[src/rtl/qam16_symbol_scheduler.sv]
// qam16_symbol_scheduler
// Frame sequencer feeding the 16QAM pulse-shaping filter: preamble, FRAME_LEN
// upstream data symbols pulled over ready/valid, then zero flush symbols.
// Each symbol is Gray mapped to signed 3-bit I/Q levels and held for SPS clocks.
// Optional feature: define QAM_SCHED_ABORT_EN to add an abort input that cuts
// the frame short at the next symbol boundary and proceeds straight to FLUSH.
module qam16_symbol_scheduler #(
  parameter int SPS          = 8,
  parameter int PREAMBLE_LEN = 16,
  parameter int FRAME_LEN    = 256,
  parameter int FLUSH_LEN    = 8
) (
  input  logic       clock_5000,
  input  logic       reset,
  input  logic       start,
  input  logic       sym_valid,
  input  logic [3:0] sym_data,
`ifdef QAM_SCHED_ABORT_EN
  input  logic       abort,
`endif
  output logic       sym_ready,
  output logic [2:0] i_level,
  output logic [2:0] q_level,
  output logic       sym_strobe,
  output logic       filt_en,
  output logic       busy,
  output logic       frame_done,
  output logic [7:0] underflow
);

  localparam int PH_W    = $clog2(SPS);
  localparam int MAX_LEN = (FRAME_LEN > PREAMBLE_LEN) ?
                           ((FRAME_LEN > FLUSH_LEN) ? FRAME_LEN : FLUSH_LEN) :
                           ((PREAMBLE_LEN > FLUSH_LEN) ? PREAMBLE_LEN : FLUSH_LEN);
  localparam int CNT_W   = $clog2(MAX_LEN + 1);

  typedef enum logic [1:0] {
    ST_IDLE  = 2'd0,
    ST_PRE   = 2'd1,
    ST_DATA  = 2'd2,
    ST_FLUSH = 2'd3
  } state_t;

  // Gray map of one 2-bit field to a two's-complement level
  function automatic logic [2:0] gray_level(input logic [1:0] bits);
    logic [2:0] lvl;
    case (bits)
      2'b00:   lvl = 3'b101;  // -3
      2'b01:   lvl = 3'b111;  // -1
      2'b11:   lvl = 3'b001;  // +1
      2'b10:   lvl = 3'b011;  // +3
      default: lvl = 3'b000;
    endcase
    return lvl;
  endfunction

  state_t           state_r, state_nxt_s;
  logic [PH_W-1:0]  phase_r, phase_nxt_s;
  logic [CNT_W-1:0] cnt_r, cnt_nxt_s;
  logic [2:0]       i_r, q_r, i_nxt_s, q_nxt_s;
  logic             strobe_r, strobe_nxt_s;
  logic             done_r, done_nxt_s;
  logic [7:0]       unf_r, unf_nxt_s;
  logic             pend_r, pend_nxt_s;
  logic             last_phase_s, last_pre_s, last_data_s, last_flush_s;
  logic             abort_now_s, ready_s;

  assign last_phase_s = (phase_r == PH_W'(SPS - 1));
  assign last_pre_s   = (cnt_r == CNT_W'(PREAMBLE_LEN - 1));
  assign last_data_s  = (cnt_r == CNT_W'(FRAME_LEN - 1));
  assign last_flush_s = (cnt_r == CNT_W'(FLUSH_LEN - 1));

`ifdef QAM_SCHED_ABORT_EN
  // A request seen this cycle acts like an already-latched one, so a request
  // arriving on the last phase still closes the handshake and diverts to FLUSH.
  assign abort_now_s = pend_r | (abort & ((state_r == ST_PRE) | (state_r == ST_DATA)));
`else
  assign abort_now_s = 1'b0;
`endif

  // Data slot handshake: only on the last phase before a DATA slot
  assign ready_s = last_phase_s & ~abort_now_s &
                   (((state_r == ST_PRE) & last_pre_s) |
                    ((state_r == ST_DATA) & ~last_data_s));

  // State register
  always_ff @(posedge clock_5000 or posedge reset) begin
    if (reset) begin
      state_r <= ST_IDLE;
    end else begin
      state_r <= state_nxt_s;
    end
  end

  // Next-state logic: transitions only at symbol boundaries
  always_comb begin
    state_nxt_s = state_r;
    case (state_r)
      ST_IDLE: begin
        if (start) state_nxt_s = ST_PRE;
        else       state_nxt_s = ST_IDLE;
      end
      ST_PRE: begin
        if (last_phase_s && abort_now_s)     state_nxt_s = ST_FLUSH;
        else if (last_phase_s && last_pre_s) state_nxt_s = ST_DATA;
        else                                 state_nxt_s = ST_PRE;
      end
      ST_DATA: begin
        if (last_phase_s && (abort_now_s || last_data_s)) state_nxt_s = ST_FLUSH;
        else                                              state_nxt_s = ST_DATA;
      end
      ST_FLUSH: begin
        if (last_phase_s && last_flush_s) state_nxt_s = ST_IDLE;
        else                              state_nxt_s = ST_FLUSH;
      end
      default: state_nxt_s = ST_IDLE;
    endcase
  end

  // Output/datapath next values: phase, symbol counter and the next symbol
  always_comb begin
    phase_nxt_s  = phase_r;
    cnt_nxt_s    = cnt_r;
    i_nxt_s      = i_r;
    q_nxt_s      = q_r;
    strobe_nxt_s = 1'b0;
    done_nxt_s   = 1'b0;
    unf_nxt_s    = unf_r;
    pend_nxt_s   = abort_now_s & ((state_nxt_s == ST_PRE) | (state_nxt_s == ST_DATA));
    if (state_r == ST_IDLE) begin
      phase_nxt_s = {PH_W{1'b0}};
      cnt_nxt_s   = {CNT_W{1'b0}};
      if (start) begin
        strobe_nxt_s = 1'b1;
        i_nxt_s      = 3'b011;
        q_nxt_s      = 3'b011;
        unf_nxt_s    = 8'd0;
      end else begin
        i_nxt_s = 3'b000;
        q_nxt_s = 3'b000;
      end
    end else if (last_phase_s) begin
      phase_nxt_s  = {PH_W{1'b0}};
      strobe_nxt_s = (state_nxt_s != ST_IDLE);
      if (state_nxt_s != state_r) cnt_nxt_s = {CNT_W{1'b0}};
      else                        cnt_nxt_s = cnt_r + CNT_W'(1);
      case (state_nxt_s)
        ST_PRE: begin
          // Next preamble index is cnt_r+1: odd when cnt_r is even
          if (cnt_r[0] == 1'b0) begin
            i_nxt_s = 3'b101;
            q_nxt_s = 3'b101;
          end else begin
            i_nxt_s = 3'b011;
            q_nxt_s = 3'b011;
          end
        end
        ST_DATA: begin
          if (sym_valid) begin
            i_nxt_s = gray_level(sym_data[3:2]);
            q_nxt_s = gray_level(sym_data[1:0]);
          end else begin
            i_nxt_s = 3'b000;
            q_nxt_s = 3'b000;
            if (unf_r != 8'hFF) unf_nxt_s = unf_r + 8'd1;
            else                unf_nxt_s = unf_r;
          end
        end
        ST_FLUSH: begin
          i_nxt_s = 3'b000;
          q_nxt_s = 3'b000;
        end
        ST_IDLE: begin
          i_nxt_s    = 3'b000;
          q_nxt_s    = 3'b000;
          done_nxt_s = 1'b1;
        end
        default: begin
          i_nxt_s = 3'b000;
          q_nxt_s = 3'b000;
        end
      endcase
    end else begin
      phase_nxt_s = phase_r + PH_W'(1);
    end
  end

  // Datapath and output registers
  always_ff @(posedge clock_5000 or posedge reset) begin
    if (reset) begin
      phase_r  <= {PH_W{1'b0}};
      cnt_r    <= {CNT_W{1'b0}};
      i_r      <= 3'b000;
      q_r      <= 3'b000;
      strobe_r <= 1'b0;
      done_r   <= 1'b0;
      unf_r    <= 8'd0;
      pend_r   <= 1'b0;
    end else begin
      phase_r  <= phase_nxt_s;
      cnt_r    <= cnt_nxt_s;
      i_r      <= i_nxt_s;
      q_r      <= q_nxt_s;
      strobe_r <= strobe_nxt_s;
      done_r   <= done_nxt_s;
      unf_r    <= unf_nxt_s;
      pend_r   <= pend_nxt_s;
    end
  end

  assign sym_ready  = ready_s;
  assign i_level    = i_r;
  assign q_level    = q_r;
  assign sym_strobe = strobe_r;
  assign busy       = (state_r != ST_IDLE);
  assign filt_en    = busy;
  assign frame_done = done_r;
  assign underflow  = unf_r;

endmodule
[config.mk]
export PLATFORM = sky130hd
export DESIGN_NAME = qam16_symbol_scheduler
export DESIGN_NICKNAME = d
export VERILOG_FILES = /design/src/rtl/qam16_symbol_scheduler.sv
export SDC_FILE = /design/constraint.sdc
export NUM_CORES = 1
export LEC_CHECK = 0
export BUFFER_PORTS_ARGS = -buffer_cell sky130_fd_sc_hd__buf_4
export CELL_PAD_IN_SITES_DETAIL_PLACEMENT = 2
export CELL_PAD_IN_SITES_GLOBAL_PLACEMENT = 2
export CORE_MARGIN = 3
export CORE_UTILIZATION = 34
export DETAILED_ROUTE_END_ITERATION = 10
export PLACE_DENSITY_LB_ADDON = 0.1
export SYNTH_ARGS = -nofsm -noshare
export SYNTH_HDL_FRONTEND = slang
export SYNTH_SLANG_ARGS = --single-unit
[constraint.sdc]
create_clock -name clock_5000 -period 4.2 [get_ports clock_5000]
set_input_delay 0.42 -clock clock_5000 [delete_from_list [all_inputs] [get_ports clock_5000]]
set_output_delay 0.42 -clock clock_5000 [all_outputs]
set_load 0.02 [all_outputs]
== Word level (Yosys, flattened, before mapping) ==
Cells that the tools add are included.

* Add/subtract/negate cells: 3
* $mul: 0
* Divide/modulo/power cells: 0
* Order comparisons: 0
* Equality and inequality tests: 20
* Shifts and indexed selects: 0
* Muxes and demuxes: 34
* Bitwise operators: 5
* Reduce and logical (&&, ||, !) cells: 14

{| class="wikitable"
|+ Operators by type and width
! cell !! count
|-
| 8-bit two-way mux || 6
|-
| 3-bit two-way mux || 9
|-
| 9-bit two-way mux || 3
|-
| 3-bit case mux with 4 select lines || 2
|-
| 3-bit case mux with 3 select lines || 2
|-
| 2-bit equality test (second input constant) || 8
|-
| 2-bit nonzero test || 5
|-
| 9-bit by 1-bit adder with 9-bit output (second input constant) || 1
|-
| 9-bit by 3-bit equality test with 1-bit output (second input constant) || 1
|-
| 9-bit by 4-bit equality test with 1-bit output (second input constant) || 1
|-
| 9-bit by 8-bit equality test with 1-bit output (second input constant) || 1
|-
| 8-bit by 1-bit adder with 8-bit output (second input constant) || 1
|-
| 2-bit by 1-bit equality test with 1-bit output (second input constant) || 4
|-
| 2-bit logical NOT || 4
|-
| 1-bit two-way mux || 8
|-
| 8-bit != test (second input constant) || 1
|-
| 2-bit case mux with 4 select lines || 1
|-
| 2-bit two-way mux || 3
|-
| 5-bit AND reduction || 1
|-
| 3-bit by 1-bit adder with 3-bit output (second input constant) || 1
|-
| 1-bit bitwise AND || 3
|-
| 3-bit equality test (second input constant) || 1
|-
| 1-bit logical AND || 3
|-
| 2-bit by 1-bit != test with 1-bit output (second input constant) || 1
|-
| other kinds (5) || 5
|}

* Register bits: 30
* Latch bits: 0
* Memory bits (writable): 0
* Memory bits (read-only): 0
* Input port bits: 8
* Output and inout bits: 19
* Word-level logic and storage cells: 84
* Memories kept: 0

== Logic depth before layout (Yosys ltp) ==
Gate-level depths: netlist (run 1).

* Depth in word-level cells: 9
* Depth in mapped cells: 11
* Depth with buffers taken out: 10

== Least setup slack after synthesis (run 1) ==
OpenSTA, ideal clock, no wires.

* Kind: register to register
* From: register cnt_r[0]
* To: register unf_r[7], in the netlist underflow[7]
* Library setup time: 0.077 ns
* Arrival time: 2.929 ns
* Required time: 4.123 ns
* Slack: 1.193 ns
* Stages on the path, launching flop included: 12
* Buffers on the path: 1
* Path through: dfrtp_1 -> ha_1 -> and3_1 -> and3_1 -> and3_1 -> ha_1 -> nor3b_1 -> o21ai_0 -> or4_1 -> buf_2 -> or4_1 -> a21oi_1

* Word-level cells in the longest chain between the ends: 7
* Elaborated cells between the ends (all ways): 13
* Those cells by class: eq/ne: 4; mux: 4; reduce/logical: 5

{| class="wikitable"
|+ RTL lines
! item !! line !! text
|-
| start: declaration || 59 || <nowiki>logic [CNT_W-1:0] cnt_r, cnt_nxt_s;</nowiki>
|-
| start signal: assignment || 192 || <nowiki>cnt_r <= {CNT_W{1'b0}};</nowiki>
|-
| start signal: assignment || 201 || <nowiki>cnt_r <= cnt_nxt_s;</nowiki>
|-
| 9-bit by 3-bit equality test with 1-bit output (tied with other cells) || 71 || <nowiki>assign last_flush_s = (cnt_r == CNT_W'(FLUSH_LEN - 1));</nowiki>
|-
| 1-bit logical AND, on equally long branches || 113, 105, 109 ||
|-
| 2-bit two-way mux (tied with other cells) || 113 || <nowiki>if (last_phase_s && last_flush_s) state_nxt_s = ST_IDLE;</nowiki>
|-
| 2-bit case mux with 4 select lines * || 98 || <nowiki>case (state_r)</nowiki>
|-
| 2-bit equality test * || 147 || <nowiki>case (state_nxt_s)</nowiki>
|-
| 2-bit nonzero test (no line) * || - ||
|-
| 5-bit AND reduction (no line) * || - ||
|-
| end signal: assignment || 206 || <nowiki>unf_r <= unf_nxt_s;</nowiki>
|-
| end: declaration || 63 || <nowiki>logic [7:0] unf_r, unf_nxt_s;</nowiki>
|}

Mark *: on every way between the ends. The rest lies on a longest branch, timed or not.
A chain may end at the register's enable or synchronous reset.

== Worst setup path after layout (run 1) ==
Ends and elaborated chain as after synthesis.

==> results of run 1 <==
where the power goes:
part | switching, mW | internal [mW]
Clock | 0.102 | 0.130
Combinational | 0.218 | 0.155
Sequential | 0.0514 | 0.345
Total | 0.372 | 0.629
critical path, cell delays in order, from the launching register on:
cell                      delay (ps)
sky130_fd_sc_hd__dfrtp_1         440
sky130_fd_sc_hd__ha_1            260
sky130_fd_sc_hd__and3_1          240
sky130_fd_sc_hd__and3_1          220
sky130_fd_sc_hd__and3_1          180
sky130_fd_sc_hd__ha_1            220
sky130_fd_sc_hd__nor3b_1         330
sky130_fd_sc_hd__o21ai_0         160
sky130_fd_sc_hd__or4_1           620
sky130_fd_sc_hd__or4_1           520
sky130_fd_sc_hd__a21oi_1         150
per-layer routing:
layer / track usage (%) / share of wire [%]
met1: 25.2 / 47
met2: 29.2 / 48
met3: 3.83 / 3.4
met4: 6.21 / 1.7
met5: 0 / 0
cells by family (layout without fill, tap and decap cells):
logic type | Yosys count | after routing | synth area share (%)
and+or+nand+nor | 62 | 62 | 21.7
muxes | 1 | 1 | 0.681
xor gates and xnor gates | 2 | 2 | 1.06
buffers and inverters | 22 | 47 | 5.67
AOI/OAI and AO/OA | 53 | 53 | 20.2
DFF | 29 | 29 | 43.9
adders and majority gates | 9 | 9 | 6.81
cells in the final DEF (no fill, tap or decap), drive strengths merged, types with 2 or more instances in the layout:
| cell type | Yosys | layout |
|---|---|---|
| o22ai | 2 | 2 |
| a211oi | 2 | 2 |
| buf | 5 | 27 |
| nand3 | 6 | 6 |
| nand3b | 2 | 2 |
| o221ai | 2 | 2 |
| or3 | 2 | 2 |
| nand2b | 7 | 7 |
| a21boi | 2 | 2 |
| o21ai | 10 | 10 |
| a21oi | 13 | 13 |
| a21o | 2 | 2 |
| a31oi | 10 | 10 |
| nand2 | 10 | 10 |
| o311ai | 2 | 2 |
| and2 | 3 | 3 |
| nor2 | 9 | 9 |
| o211ai | 4 | 4 |
| nor3b | 2 | 2 |
| or4 | 2 | 2 |
| ha | 9 | 9 |
| a22o | 2 | 2 |
| dfrtp | 29 | 29 |
| xnor2 | 2 | 2 |
| clkbuf | 4 | 7 |
| inv | 13 | 13 |
| or2 | 2 | 2 |
| nor2b | 3 | 3 |
| and3 | 9 | 9 |
area by class of cell:
cell class | instances | area [um2] | share of cell area, %
Multi-Input combinational cell | 127 | 835 | 42.2
Sequential cell | 29 | 726 | 36.7
Clock buffer | 7 | 86.3 | 4.36
Inverter | 13 | 48.8 | 2.47
Timing Repair Buffer | 27 | 203 | 10.2
Tap cell | 65 | 81.3 | 4.11
registers in the layout (all words and copies together) (netlist names):
| signal | flops |
|---|---|
| q_level | 2 |
| phase_r | 3 |
| sym_strobe | 1 |
| state_r | 2 |
| i_level | 3 |
| frame_done | 1 |
| underflow | 8 |
| cnt_r | 9 |
how the worst max path moves through the flow:
stage / to / startpoint / slack (ps) / cells after the start
after detailed placement: underflow[7] / cnt_r[0] / 830 / 10
after global placement: underflow[7] / cnt_r[0] / 990 / 10
after global routing: underflow[7] / cnt_r[0] / 480 / 10
final: underflow[7] / cnt_r[0] / 790 / 10
after CTS: underflow[7] / cnt_r[0] / 800 / 10
after floorplan: underflow[7] / cnt_r[0] / 1190 / 11
metrics by stage:
| step | worst slack, ps | std cells |
|---|---|---|
| floorplan | 1190 | 178 |
| global placement | 992 | 261 |
| detailed placement | 825 | 261 |
| CTS | 803 | 268 |
| global route | 480 | 268 |
| finish | 791 | 268 |
==> impl_metrics.json, run 1 <==
{
  "cts-resized-gates": 0,
  "worst_hold_path.endpoint": "phase_r[0]",
  "synthDominantAreaCellType": "sky130_fd_sc_hd__dfrtp_1",
  "synth-seq-area-share_pct": 43.9,
  "powerDensity_nw_per_um2": 506,
  "post_drt_wl_per_cell_um": 17.3,
  "synth_fp_nets": 195,
  "grt_pass1_vias": 1556,
  "run_status": "completed",
  "holdCritPathClass": "register to register",
  "critical_path.reg2reg.endpoint": "underflow[7]",
  "fin_worst_skew_ps": 4.84,
  "startpoint_type": "register",
  "place.gp.congestion": 0.791,
  "critical_path.reg2reg.startpoint": "cnt_r[0]",
  "synth_area_per_cell_um2": 9.29,
  "synthTopCellsByArea": "sky130_fd_sc_hd__dfrtp_1, sky130_fd_sc_hd__ha_1, sky130_fd_sc_hd__a21oi_1, sky130_fd_sc_hd__a31oi_1, sky130_fd_sc_hd__and3_1",
  "hold_viol": 0,
  "unique_cell_type_count_in_the_yosys_netlist": 38,
  "grt_pass1_wl_um": 7960,
  "route.antenna.remaining_nets": 0,
  "overflow": 0,
  "fraction_of_the_cycle_the_final_worst_path_needs_pct": 81.2,
  "post_drt_via_cell_ratio": 5.41,
  "fin_util_pct": 43.7,
  "timing.setup.tns_ps": 0,
  "postCtsSetupRepairBufs": 0,
  "drt_wl_total_um": 4640,
  "crit_fanout": 9,
  "report.final.setup_viol": 0,
  "yosysTopAreaCellShare_pct": 43.9,
  "drt_drc_violations_left": 0,
  "postSynthRegisterBits": 29,
  "first_pass_iters": 4,
  "tritoncts_num_sinks": 29,
  "total_power_mw": 1.00,
  "dp_hpwl_um": 3490,
  "clk_pin_slew_worst_setup_hold_paths_ps": 60,
  "drive_above_1_share_pct": 18.2,
  "cap_violations": 0,
  "critical_path_required_ps": 4410,
  "fp.dieArea_um2": 5740,
  "total_leakage_power_nw": 0.940,
  "fin_nets": 220,
  "gr-usage-all-layers_pct": 18.5,
  "synthFlopType": "sky130_fd_sc_hd__dfrtp_1",
  "path_class": "register to register",
  "critical_path.endpoint_type": "register",
  "rrSetupSlack_ps": 790,
  "fmax_mhz": 293,
  "worstRegToRegCells": 10,
  "slew_viol_final": 0,
  "layout_min_cycle_time_ps": 3410,
  "initial_utilization_pct": 36.5,
  "number_of_antenna_violations_at_the_first_check_in_global_routing": 0,
  "worst_slew_pin_slew_ps": 1180,
  "worstHoldStart": "phase_r[0]",
  "yosys-top-cells-count": "sky130_fd_sc_hd__dfrtp_1, sky130_fd_sc_hd__a21oi_1, sky130_fd_sc_hd__inv_1",
  "iteration_0_drc_markers": 52,
  "post_synth_instance_area_um2": 1650,
  "clock_tree.root_cell": "sky130_fd_sc_hd__clkbuf_8",
  "area_growth_from_synthesis_to_layout_pct": 19.7,
  "synthesized_instance_count": 178,
  "cts_buffer_depth": 2,
  "cts_tree": "built",
  "dr_total_vias": 1449,
  "die_height_um": 75.8,
  "timing.critical_path.arrival_ps": 3620,
  "synth-edff-count": 0,
  "worst_ir_drop_vdd_v": 0.000233,
  "timing.hold.ws_ps": 442,
  "worst_skew_pair.late_latency_ps": 280,
  "detailed_place.area_um2": 1890,
  "grt_start_max_net_pins": 30,
  "num_io_pins": 27,
  "timing.slew.headroom_pct": 21.4,
  "numCtsBuffers": 5,
  "min_path_cells": 1,
  "core-area_um2": 4530,
  "postLayoutCellArea_um2": 1980,
  "buffer_ports.inserted": 26,
  "fp.dieW_um": 75.8,
  "number_of_core_rows": 24,
  "grt_setup_unrepaired": "no",
  "yosys.cell_count.top_type": "sky130_fd_sc_hd__dfrtp_1",
  "antenna_cells": 0,
  "number_of_fillers_in_the_final_layout": 502,
  "ys_async_sr_fraction_pct": 100,
  "synth_warnings": 0,
  "h-tree-depth": 2,
  "cts_hold_buffers": 0
}
Power figures use the tool's default switching activity.
==> inputs of run 2 (changes only) <==
- clock period: 4.2 -> 3.3 ns (I/O delays scaled with it)
==> impl_metrics.json, run 2 (same netlist as run 1, synthesis figures left out) <==
{
  "run_status": "completed",
  "timing.setup.tns_ps": 0,
  "buffer_ports.inserted": 26,
  "detailed_place.area_um2": 1920,
  "slew_viol_final": 0,
  "cts_tree": "built",
  "critical_path.endpoint_type": "register",
  "fp.dieW_um": 75.8,
  "holdCritPathClass": "input pin to async pin",
  "grt_pass1_vias": 1575,
  "grt_setup_unrepaired": "no",
  "grt_pass1_wl_um": 7780,
  "worst_skew_pair.late_latency_ps": 280,
  "cap_violations": 0,
  "num_io_pins": 27,
  "report.final.setup_viol": 0,
  "startpoint_type": "register",
  "powerDensity_nw_per_um2": 633,
  "largest_reg_flops": 9,
  "antenna_cells": 0,
  "number_of_fillers_in_the_final_layout": 504,
  "final_common_cell": "sky130_fd_sc_hd__buf_4",
  "placed_cells": 264,
  "crit_fanout": 6,
  "tritoncts_num_sinks": 29,
  "cts_hold_buffers": 0,
  "area.sequential_um2": 726,
  "fin_worst_skew_ps": 5.01,
  "route.antenna.remaining_nets": 0,
  "gr-usage-all-layers_pct": 18.4,
  "number_of_antenna_violations_at_the_first_check_in_global_routing": 0,
  "overflow": 0,
  "numCtsBuffers": 5,
  "drt_drc_violations_left": 0,
  "timing.slew.headroom_pct": 22.8,
  "postCtsSetupRepairBufs": 0,
  "clk_pin_slew_worst_setup_hold_paths_ps": 60,
  "crit_path_top_delay_cell": "sky130_fd_sc_hd__or4_1",
  "multi_input_area_um2": 840,
  "fin_util_pct": 44.1,
  "cts-resized-gates": 0,
  "first_pass_iters": 3,
  "dp_hpwl_um": 3610,
  "most_common_cell_on_crit_path": "sky130_fd_sc_hd__and3_1",
  "post_drt_wl_per_cell_um": 17.3,
  "place.gp.congestion": 0.779,
  "initial_utilization_pct": 36.5,
  "drive_above_1_share_pct": 19.3,
  "worst_ir_drop_vdd_v": 0.000326,
  "core-area_um2": 4530,
  "dr_total_vias": 1454,
  "grt_start_max_net_pins": 30,
  "path_class": "register to register",
  "fraction_of_the_cycle_the_final_worst_path_needs_pct": 92.9,
  "iteration_0_drc_markers": 48,
  "h-tree-depth": 2,
  "area_growth_from_synthesis_to_layout_pct": 21.0,
  "fp.dieArea_um2": 5740,
  "worst_slew_pin_slew_ps": 1160,
  "total_leakage_power_nw": 0.950,
  "clock_tree.root_cell": "sky130_fd_sc_hd__clkbuf_8",
  "critical_path_required_ps": 3500,
  "registers.top_by_ff_count": "cnt_r",
  "final_cell_count_no_fill": 272,
  "hold_viol": 0,
  "layout_min_cycle_time_ps": 3060,
  "cts_buffer_depth": 2,
  "drt_wl_total_um": 4710,
  "post_drt_via_cell_ratio": 5.35,
  "number_of_core_rows": 24,
  "fmax_mhz": 326,
  "layout_common_cells": "sky130_fd_sc_hd__buf_4, sky130_fd_sc_hd__dfrtp_1, sky130_fd_sc_hd__inv_1, sky130_fd_sc_hd__a21oi_1",
  "crit_path_max_incr_delay_ps": 490,
  "die_height_um": 75.8,
  "fin_nets": 223,
  "timing.critical_path.arrival_ps": 3270,
  "cell_chain_critical_path": "ha_1 > and3_1 > and3_1 > and3_1 > ha_1 > nor3b_2 > o21ai_0 > or4_1 > or4_1 > a21oi_1",
  "postLayoutCellArea_um2": 2000
}
-- run 2: routing by layer --
metal,vias to the layer above,wire [um],GRT usage (%)
met4,0,57,5.24
li1,702,-,-
met5,-,0,0
met1,724,2170,22.8
met3,6,160,3.96
met2,22,2310,32.1
-- run 2: worst paths after layout --
| kind | startpoint | end | slack, ps | cells after the start |
|---|---|---|---|---|
| hold reg to reg | phase_r[0] | phase_r[0] | 440 | 1 |
| max in group asynchronous | reset | underflow[4] | 2250 | 2 |
| setup / recovery | cnt_r[0] | underflow[7] | 240 | 10 |
| hold / removal | reset | cnt_r[5] | 360 | 2 |
| setup reg to reg | cnt_r[0] | underflow[7] | 240 | 10 |
| min in group clock_5000 | start | q_level[1] | 370 | 3 |
-- run 2: worst max-delay path: cells and delay by family (launching register included) --
kind / cells / cell delay [ps]
DFF: 1 / 430
and+or+nand+nor: 6 / 1800
adders and majority gates: 2 / 480
AOI/OAI and AO/OA: 2 / 270
-- run 2: area by class of cell --
type	count	area share (%)
clock buffer	8	4.00
inverter	13	2.44
multi-input combinational	127	42.0
sequential	29	36.3
tap	65	4.07
timing repair buffer	30	11.3
-- run 2: through the flow --
stage | worst slack, ps | total power [mW] | hold slack, ps
finish | 235 | 1.27 | 363
global route | 5.80 | 1.38 | 378
CTS | 75.0 | 1.29 | 366
detailed placement | 128 | 1.01 | 430
global placement | 290 | 0.967 | 428
floorplan | 293 | 0.815 | 408
-- run 2: power breakdown --
group          leakage [nW]  switching (mW)  internal (mW)  total (mW)
registers             0.361          0.0636          0.439       0.502
logic                 0.550           0.277          0.208       0.485
clock network        0.0395           0.129          0.149       0.279
